File: config.mk
export PLATFORM = sky130hd
export DESIGN_NAME = tchain_seq
export DESIGN_NICKNAME = d
export VERILOG_FILES = /design/src/rtl/tchain_pkg.sv /design/src/rtl/tchain_seq_tcnt.sv /design/src/rtl/tchain_seq.sv
export SDC_FILE = /design/constraint.sdc
export NUM_CORES = 1
export LEC_CHECK = 0
export BUFFER_PORTS_ARGS = -buffer_cell sky130_fd_sc_hd__buf_2
export CORE_MARGIN = 3
export CORE_UTILIZATION = 48
export DETAILED_ROUTE_END_ITERATION = 8
export PLACE_DENSITY = 0.85
export SLEW_MARGIN = 15
export SYNTH_ARGS = -nofsm -noshare
export SYNTH_HDL_FRONTEND = slang
export SYNTH_HIERARCHICAL = 1
export SYNTH_SLANG_ARGS = --single-unit
File: constraint.sdc
create_clock -name clk -period 4.4 [get_ports clk]
set_input_delay 1.1 -clock clk [delete_from_list [all_inputs] [get_ports clk]]
set_output_delay 1.1 -clock clk [all_outputs]
set_load 0.02 [all_outputs]
File: src/rtl/tchain_pkg.sv
// tchain_pkg: shared state type and tick helpers for the timing-chain sequencer.
package tchain_pkg;
   typedef enum logic [1:0] {IDLE, RUN, WAIT} tchain_st_t;
   localparam int TICK_NS = 10;
   function automatic int ns2ticks(input int ns);
      return (ns + TICK_NS - 1) / TICK_NS;
   endfunction
endpackage

File: src/rtl/tchain_seq_tcnt.sv
// tcnt: loadable down-counter with a terminal flag raised when the count is one.
module tcnt #(
   parameter int W = 8
) (
   input  logic         clk,
   input  logic         reset,
   input  logic         load,
   input  logic [W-1:0] d,
   input  logic         dec,
   output logic [W-1:0] val,
   output logic         one
);
   always_ff @(posedge clk or posedge reset)
      if (reset) val <= '0;
      else if (load) val <= d;
      else if (dec) val <= val - W'(1);
   assign one = val == W'(1);
endmodule

File: src/rtl/tchain_seq.sv
// tchain_seq: programmable chain of delay-separated one-cycle pulses with optional
// per-step stall on ack; start retriggers, abort kills.
module tchain_seq
   import tchain_pkg::*;
#(
   parameter int NSTEP = 4,
   parameter int W     = 8
) (
   input  logic                     clk,
   input  logic                     reset,
   input  logic                     start,
   input  logic                     abort,
   input  logic                     ack,
   input  logic [NSTEP*W-1:0]       dly,
   input  logic [NSTEP-1:0]         wait_mask,
   output logic [NSTEP-1:0]         step_p,
   output logic                     done,
   output logic                     busy,
   output logic [$clog2(NSTEP)-1:0] cur_step
);
   localparam int IW = $clog2(NSTEP);
   tchain_st_t st;
   logic [IW-1:0] idx, nxt, tgt;
   logic [W-1:0] cnt, raw, ld_val;
   logic one, pulse, last, load, dec;
   assign pulse  = st == RUN && one;
   assign last   = idx == IW'(NSTEP - 1);
   assign nxt    = idx + IW'(1);
   // The step whose delay is loaded this edge: step 0 on retrigger, the stalled step on ack, else the next one.
   assign tgt    = start ? '0 : st == WAIT ? idx : nxt;
   assign raw    = dly[int'(tgt)*W +: W];
   assign ld_val = raw == '0 ? W'(1) : raw;
   assign load   = !abort && (start ? !wait_mask[0] :
                              st == WAIT ? ack : pulse && !last && !wait_mask[nxt]);
   assign dec    = st == RUN && !load && cnt != '0;
   assign step_p = NSTEP'(pulse) << idx;
   assign done   = step_p[NSTEP-1];
   assign cur_step = idx;
   tcnt #(.W(W)) u_cnt (
      .clk(clk), .reset(reset), .load(load), .d(ld_val), .dec(dec), .val(cnt), .one(one)
   );
   always_ff @(posedge clk or posedge reset)
      if (reset) begin
         st   <= IDLE;
         idx  <= '0;
         busy <= 1'b0;
      end else if (abort) begin
         st   <= IDLE;
         idx  <= '0;
         busy <= 1'b0;
      end else if (start) begin
         st   <= wait_mask[0] ? WAIT : RUN;
         idx  <= '0;
         busy <= 1'b1;
      end else if (st == WAIT && ack) begin
         st <= RUN;
      end else if (pulse && last) begin
         st   <= IDLE;
         idx  <= '0;
         busy <= 1'b0;
      end else if (pulse) begin
         st  <= wait_mask[nxt] ? WAIT : RUN;
         idx <= nxt;
      end
endmodule

==> metrics.cfg, run 1 <==
[synth]
synth-simple-area-share_pct=24.3
synth_flop_cell=dfrtp_1
synth-compound-area-share_pct=15.3
async_flop_share_pct=100
synth_warnings=6
synthXorXnorAreaFrac_pct=2.89
ys_ff_latch=13
muxShareOfSynthArea_pct=21.5
synth_nets=181
synth_edf_count=0
synthCells=137
avgSynthCellArea_um2=8.84
synth_top_family_by_area=simple AND/OR/NAND/NOR gates
ys_types=40
seq_area_frac_synth_pct=26.9
synth_adder_area_share_pct=3.10
netlist_area_mm2=0.00121

[placed_design]
dpl_worst_slack_ns=0.828
dpl.hpwl_um=2590
gp_congestion=0.861
numPortBuffers=48

[global_routing]
grt_max_degree=19
grt_usage_pct=20.1
grt_pass1_vias=1236
antenna_found_initial=0
overflow=0
grt_pass1_wl_um=5210

[routing]
antenna_left=0
drc=0
drt_iter0_markers=55
routedWlPerCell_um=14.6
first_pass_iters=4
routed_wl_um=3110
post_drt_via_cell_ratio=5.90
vias=1251

[sta]
finalSetupTns_ns=0
timing.final.ws_setup_ns=0.652
slew_violations=0
fmaxAchievable_ghz=0.267
skew_ns=0.0121
relSlewSlack_pct=30.3
rsz0062_at_grt=false
finalHoldViolCount=0
fin_crit_sh_pct=85.2
min_period_ns=3.75
setup_viol=0
tightest_slew_ns=1.05

[power_and_ir_drop]
power.leakage_nw=0.642
p_per_area_mw_per_mm2=248
vdd_drop_max_mv=0.249

[clocking]
numCtsBuffers=3
path_clk_slew_ns=0.08
cts_setup_buffers=0
insertion_delay_ns=0.27
cts_tree=built
postCtsResizedCells=0
clk_path_buf_depth=2
clkSinkCount=13
ctsHoldBuffers=0
cts_root_buf=clkbuf_4
ctsHtreeMaxLevel=1

[worst_setup_path]
worstPathArrival_ns=2.65
cp_cell_sequence=or4_1 -> nor4b_1 -> nor3b_1 -> and3_2 -> buf_2
crit_slowest_cell=or4_1
worstSetupPathType=reg -> out
critical_path.max_fanout=8
cpLargestDelayFamily=simple AND/OR/NAND/NOR gates
critPathCaptureType=output port
start_kind=flop
critPathMaxStageDelay_ns=0.59
path_buf_inv=1
worstPathRequired_ns=3.30

[floorplan]
dieArea_mm2=0.00316
start_util_pct=52.7
pin_count=49
die_w_um=56.2
core_area_mm2=0.00230
rows=17
die_h_um=56.2

[layout]
fill_cells=179
syn_to_final_growth_pct=22.5
multiInputGateArea_um2=816
antennaDiodeCount=0
nNetsFinal=229
drive_gt1_share_pct=35.9
seq_area_um2=325

[outcome]
status=completed

[job]
drv_cap=0

[hold_path]
worst_hold_path_type=reg -> reg

## worst min-delay path, cell delays in order (launching register included)
cell and delay, ns:
dfrtp_1 0.35, a21oi_1 0.07, nor2_1 0.09
## where the power goes
| group | total (mW) | switching, mW | internal [mW] |
|---|---|---|---|
| clock network | 0.0708 | 0.0358 | 0.0351 |
| logic | 0.119 | 0.0608 | 0.0587 |
| registers | 0.177 | 0.0330 | 0.144 |
| total | 0.368 | 0.130 | 0.238 |
## state kept, by name, indices dropped and copies added (netlist names)
signal / cells
busy: 1
cur_step: 2
st: 2
u_cnt/val: 8
## cell usage after synthesis (all sizes together), types with 3 or more instances
master	n	share of area [%]
o21ai	7	2.9
nor3	4	1.7
inv	7	2.2
or4	4	2.5
mux2i	17	14
dfrtp	13	27
nor2	10	3.1
a31oi	3	1.5
mux2	6	5.6
nor4	6	3.1
ha	3	3.1
buf	6	3.6
a21oi	8	3.3
or3	3	1.5
nand2	12	3.7
## per-layer routing
| metal | track usage, % | share of wire [%] | vias to the layer above |
|---|---|---|---|
| li1 | - | - | 611 |
| met1 | 24.5 | 41 | 581 |
| met2 | 34.7 | 49 | 51 |
| met3 | 4.87 | 7.7 | 8 |
| met4 | 5.76 | 2.3 | 0 |
| met5 | 0 | 0 | - |
## final timing paths
check	cells after the start	slack (ns)	from	endpoint
min in group asynchronous	2	0.72	reset	st[1]
max in group asynchronous	2	3.38	reset	u_cnt/val[6]
max	5	0.65	u_cnt/val[3]	done
max reg2reg	11	0.87	u_cnt/val[3]	u_cnt/val[3]
min reg2reg	2	0.55	busy	busy
min	2	0.55	busy	busy
## per-stage QoR
step | util, % | instance area (um^2) | hold WS [ns] | power [mW] | cells
6_report | 64.6 | 1480 | 0.550 | 0.368 | 212
5_1_grt | 64.6 | 1480 | 0.615 | 0.398 | 212
4_1_cts | 64.6 | 1480 | 0.546 | 0.369 | 212
3_5_place_dp | 63.5 | 1460 | 0.528 | 0.298 | 208
3_3_place_gp | 63.5 | 1460 | 0.507 | 0.289 | 208
2_1_floorplan | - | 1210 | 0.541 | 0.249 | 137
## cell usage in the layout (no fill, tap or decap), types with 2 or more instances in the layout
cell / netlist / layout
nand2_1: 12 / 12
clkbuf_4: 0 / 3
or3_1: 3 / 3
dfrtp_1: 13 / 13
or4_1: 4 / 4
ha_1: 3 / 3
nor4_1: 6 / 6
buf_4: 3 / 2
mux2_2: 6 / 6
nand2b_1: 2 / 2
a21oi_1: 8 / 8
o211ai_1: 2 / 2
buf_2: 2 / 48
a31oi_1: 3 / 3
a32o_1: 2 / 2
nor3_1: 4 / 4
mux2i_1: 17 / 17
inv_1: 7 / 7
nor3b_1: 2 / 2
xnor2_1: 2 / 2
o21ai_0: 6 / 6
nor2_1: 10 / 10
xor2_1: 2 / 2
## cell families after synthesis
family          after synthesis
mux                          24
xor+xnor                      4
flops                        13
buf+inv                      14
simple gates                 52
fa+ha+maj                     3
compound gates               27
## area by class of cell
cell class,instances,area share (%)
inverters,7,1.77
multi-input cells,110,55.0
well taps,28,2.36
flip-flops and latches,13,21.9
repair buffers,50,17.2
clock buffers,4,1.77
Note: power is estimated with default switching activity, not from simulation.
==> run 2: changes to the inputs <==
- CORE_UTILIZATION: 48 -> 49
- PLACE_DENSITY: 0.85 -> 0.86
- SYNTH_HIERARCHICAL: 1 -> not set
==> run 2 against run 1 <==
  * Utilization is 0.055 points higher
  * Sequential power rose by 5%
  * Cell area increased by 1.9%
  * Worst setup slack better by 0.77 ns
  * Fmax is 26% higher
  * Sequential share of layout area shrank 0.42 points
  * Largest cell class unchanged
  * Power increased by 9.8%
  * Die area up 3.2%
  * Critical path type unchanged
  * Clock skew fell by 0.0063 ns
  * Combinational power is 20% higher
  * Largest power group unchanged
  * Highest routed layer unchanged
==> metrics.cfg, run 2 <==
[global_routing]
busiest_layer=met2
globalRouteMet3Util_pct=5.66
overflow=0
antenna_found_initial=0
grt_pass1_vias=1233
grt_usage_pct=20.0
grt.met2_usage_pct=36.2
grt_pass1_wl_um=5220
grt_max_degree=18
grt_util_met1_pct=22.4

[sta]
min_period_ns=2.98
finalSetupTns_ns=0
hold_ws_ns=0.526
setup_viol=0
relSlewSlack_pct=62.3
fmaxAchievable_ghz=0.335
tightest_slew_ns=0.562
finalHoldViolCount=0
timing.final.ws_setup_ns=1.42
skew_ns=0.00581
slew_violations=0
fin_crit_sh_pct=67.7
rsz0062_at_grt=false

[floorplan]
core_area_mm2=0.00234
rows=17
die_h_um=57.1
die_w_um=57.1
pin_count=49
dieArea_mm2=0.00326
start_util_pct=54.8

[placed_design]
gp_congestion=0.844
postPlaceCellArea_mm2=0.00149
dpl_worst_slack_ns=1.44
dpl.hpwl_um=2580
numPortBuffers=48
dp_cells=209

[outcome]
status=completed

[layout]
drive_gt1_share_pct=31.9
final_common_cell=buf_2
syn_to_final_growth_pct=18.1
antennaDiodeCount=0
regMostFlops=u_cnt.val
nNetsFinal=231
largest_reg_flops=8
fin_area_mm2=0.00151
postLayoutCoreUtil_pct=64.7
fill_cells=198
layout_common_cells=buf_2 (48), mux2i_1 (25), nor2_1 (15)
finalNonFillerCells=213

[routing]
routed_wl_um=3110
routedWlPerCell_um=14.6
drc=0
antenna_left=0
drt_iter0_markers=31
post_drt_via_cell_ratio=5.65
vias=1203
first_pass_iters=4

[synth]
synth_warnings=0
synth_edf_count=0
synth_common_cells=mux2i_1 (25), nor2_1 (15), a21oi_1 (14), dfrtp_1 (13), nand2_1 (9)
synth_nets=187
async_flop_share_pct=100
ys_ff_latch=13
avgSynthCellArea_um2=9.02
synth_area_leaders=dfrtp_1 (25%), mux2i_1 (20%), a21oi_1 (5.5%), nor2_1 (4.4%), ha_1 (3.9%)
netlist_area_mm2=0.00128
synthCells=142
yosysMostFrequentCell=mux2i_1
ys_types=37
synth.top_cell.area_share_pct=25.4
synth_flop_cell=dfrtp_1
seq_area_frac_synth_pct=25.4
yosysTopAreaCell=dfrtp_1

[worst_setup_path]
critPathCaptureType=output port
worstSetupPathType=reg -> out
start_kind=flop
worstPathArrival_ns=1.88
critical_path.max_fanout=5
worstPathRequired_ns=3.30

[clocking]
cts_setup_buffers=0
clk_path_buf_depth=2
numCtsBuffers=3
cts_tree=built
path_clk_slew_ns=0.08
insertion_delay_ns=0.28
ctsHtreeMaxLevel=1
cts_root_buf=clkbuf_4
postCtsResizedCells=0
ctsHoldBuffers=0
clkSinkCount=13

[job]
drv_cap=0

[power_and_ir_drop]
vdd_drop_max_mv=0.281
finalPower_mw=0.404
p_per_area_mw_per_mm2=267
power.leakage_nw=0.672

[hold_path]
worst_hold_path_type=reg -> reg

[run 2: report_power, final]
group          internal [mW]  switching [mW]  leakage (nW)
clock                 0.0351          0.0391        0.0150
sequential             0.147          0.0392         0.154
combinational         0.0702          0.0730         0.503
total                  0.252           0.151         0.672
[run 2: metal layers]
metal	share of wire, %	vias up
li1	-	601
met1	40	566
met2	54	32
met3	5.2	4
met4	1.3	0
met5	0	-
[run 2: kinds of logic (layout without fill, tap and decap cells)]
logic type	count (synthesis)	after routing	share of synthesized area, %
buffers and inverters	14	57	6.93
muxes	27	27	22.2
DFF	13	13	25.4
and+or+nand+nor	54	54	25.1
xor gates and xnor gates	8	8	5.47
adders and majority gates	4	4	3.91
AOI/OAI and AO/OA	22	22	11.0
[run 2: final timing paths]
check / start / slack [ns] / cells past startpoint / endpoint
setup / recovery: u_cnt.val[4] / 1.42 / 4 / done
hold / removal: busy / 0.53 / 2 / busy
setup reg to reg: cur_step[0] / 1.81 / 7 / u_cnt.val[0]
hold reg to reg: busy / 0.53 / 2 / busy
max in group asynchronous: reset / 3.21 / 2 / u_cnt.val[2]
min in group asynchronous: reset / 0.84 / 2 / cur_step[1]
[run 2: critical path: stages, from the launching register on]
cell and delay, ns:
dfrtp_1 0.44, nor4_4 0.46, and4_2 0.36, and3_1 0.18, buf_2 0.16
[run 2: cell type report]
type	count	area, um^2	share of cell area, %
Multi-Input combinational cell	115	867	57.3
Sequential cell	13	325	21.5
Timing Repair Buffer	48	240	15.9
Tap cell	28	35.0	2.32
Clock buffer	4	26.3	1.74
Inverter	5	18.8	1.24
==> run 3: changes to the inputs <==
- CORE_UTILIZATION: 49 -> 44
- PLACE_DENSITY: 0.86 -> 0.82
- clock period: 4.4 -> 2.7 ns (I/O delays scaled with it)
==> run 3 against run 2 <==
  * Sequential power is 63% higher
  * Cell count is 1.9% higher
  * Worst hold slack worse by 0.12 ns
  * Non-clock buffer count increased by 2
  * Utilization fell by 6.1 points
  * Highest routed layer unchanged
==> metrics.cfg, run 3 (synthesized netlist as in run 2, its figures left out) <==
[outcome]
status=completed

[placed_design]
dpl.hpwl_um=2700
numPortBuffers=48
gp_congestion=0.839
dp_cells=213

[job]
drv_cap=0

[layout]
syn_to_final_growth_pct=19.4
antennaDiodeCount=0
nNetsFinal=233
final_common_cell=buf_2
largest_reg_flops=8
fill_cells=247
drive_gt1_share_pct=32.6
layout_common_cells=buf_2 (48), mux2i_1 (25), nor2_1 (15)
regMostFlops=u_cnt.val
finalNonFillerCells=217

[floorplan]
die_w_um=60.0
core_area_mm2=0.00261
pin_count=49
dieArea_mm2=0.00360
rows=18
start_util_pct=49.0
die_h_um=60.0

[worst_setup_path]
reg2reg_slack_ns=0.22
critical_path.max_fanout=5
worstPathArrival_ns=1.92
r2r_cells=6
critPathMaxStageDelay_ns=0.47
path_buf_inv=1
crit_slowest_cell=nor4_4
critPathCaptureType=output port
critical_path_depth=4
cpLargestDelayFamily=simple AND/OR/NAND/NOR gates
worstSetupPathType=reg -> out
start_kind=flop
worstPathRequired_ns=2.03
cp_cell_sequence=nor4_4 -> and4_2 -> and3_1 -> buf_2

[global_routing]
overflow=0
grt_max_degree=18
grt_pass1_vias=1234
grt_usage_pct=19.8
grt_pass1_wl_um=5410
antenna_found_initial=0

[routing]
routed_wl_um=3270
routedWlPerCell_um=15.1
post_drt_via_cell_ratio=5.88
drt_iter0_markers=82
first_pass_iters=4
vias=1276
drc=0
antenna_left=0

[sta]
slew_violations=0
fin_crit_sh_pct=96.0
finalSetupTns_ns=0
skew_ns=0.000499
hold_ws_ns=0.409
rsz0062_at_grt=false
finalHoldViolCount=0
fmaxAchievable_ghz=0.386
min_period_ns=2.59
tightest_slew_ns=0.569
setup_viol=0
relSlewSlack_pct=62.0

[clocking]
insertion_delay_ns=0.28
clkSinkCount=13
clk_path_buf_depth=2
postCtsResizedCells=0
ctsHtreeMaxLevel=1
cts_root_buf=clkbuf_4
path_clk_slew_ns=0.08
cts_tree=built
cts_setup_buffers=0
ctsHoldBuffers=0
numCtsBuffers=3

[power_and_ir_drop]
p_per_area_mw_per_mm2=435
vdd_drop_max_mv=0.398
power.leakage_nw=0.683

[hold_path]
worst_hold_path_type=in -> async

run 3: cell types whose count changed in the layout (fill, tap and decap cells not counted):
cell	previous run	this run
buf_4	0	2
run 3: per-layer routing:
metal / vias up / routed length [um] / global-route usage, %
met5: - / 0 / 0
met4: 0 / 74 / 6.65
met3: 14 / 189 / 4.54
met2: 58 / 1650 / 34.9
met1: 600 / 1350 / 23.5
li1: 604 / - / -
run 3: layout make-up:
class	instances	area (um^2)	area share (%)
Tap cell	30	37.5	2.45
Sequential cell	13	325	21.3
Inverter	5	18.8	1.23
Multi-Input combinational cell	115	867	56.7
Timing Repair Buffer	50	255	16.7
Clock buffer	4	26.3	1.72
run 3: final timing paths:
kind | from | to
min reg2reg | st[0] | st[0]
min | reset | busy
max in group asynchronous | reset | u_cnt.val[2]
max reg2reg | cur_step[0] | u_cnt.val[0]
min in group clk | st[0] | st[0]
max | u_cnt.val[4] | step_p[3]
run 3: metrics by stage:
step / setup WS [ns] / util [%] / power, mW / instance area, um^2
after floorplan: 0.400 / - / 0.470 / 1280
after global placement: 0.236 / 57.6 / 0.532 / 1500
after CTS: 0.107 / 58.6 / 0.674 / 1530
final: 0.108 / 58.6 / 0.665 / 1530
after global routing: 0.00873 / 58.6 / 0.715 / 1530
after detailed placement: 0.176 / 57.6 / 0.548 / 1500
run 3: worst register-to-register path: stages (launching register included):
cell and delay (ns):
dfrtp_1 0.50, ha_1 0.39, mux4_2 0.31, a22o_2 0.25, or3_1 0.59, nor2_1 0.23
a22oi_2 0.09
run 3: report_power, final:
part / leakage [nW] / internal [mW] / switching [mW]
combinational: 0.513 / 0.117 / 0.124
sequential: 0.154 / 0.240 / 0.0631
clock: 0.0150 / 0.0573 / 0.0638
total: 0.683 / 0.414 / 0.251
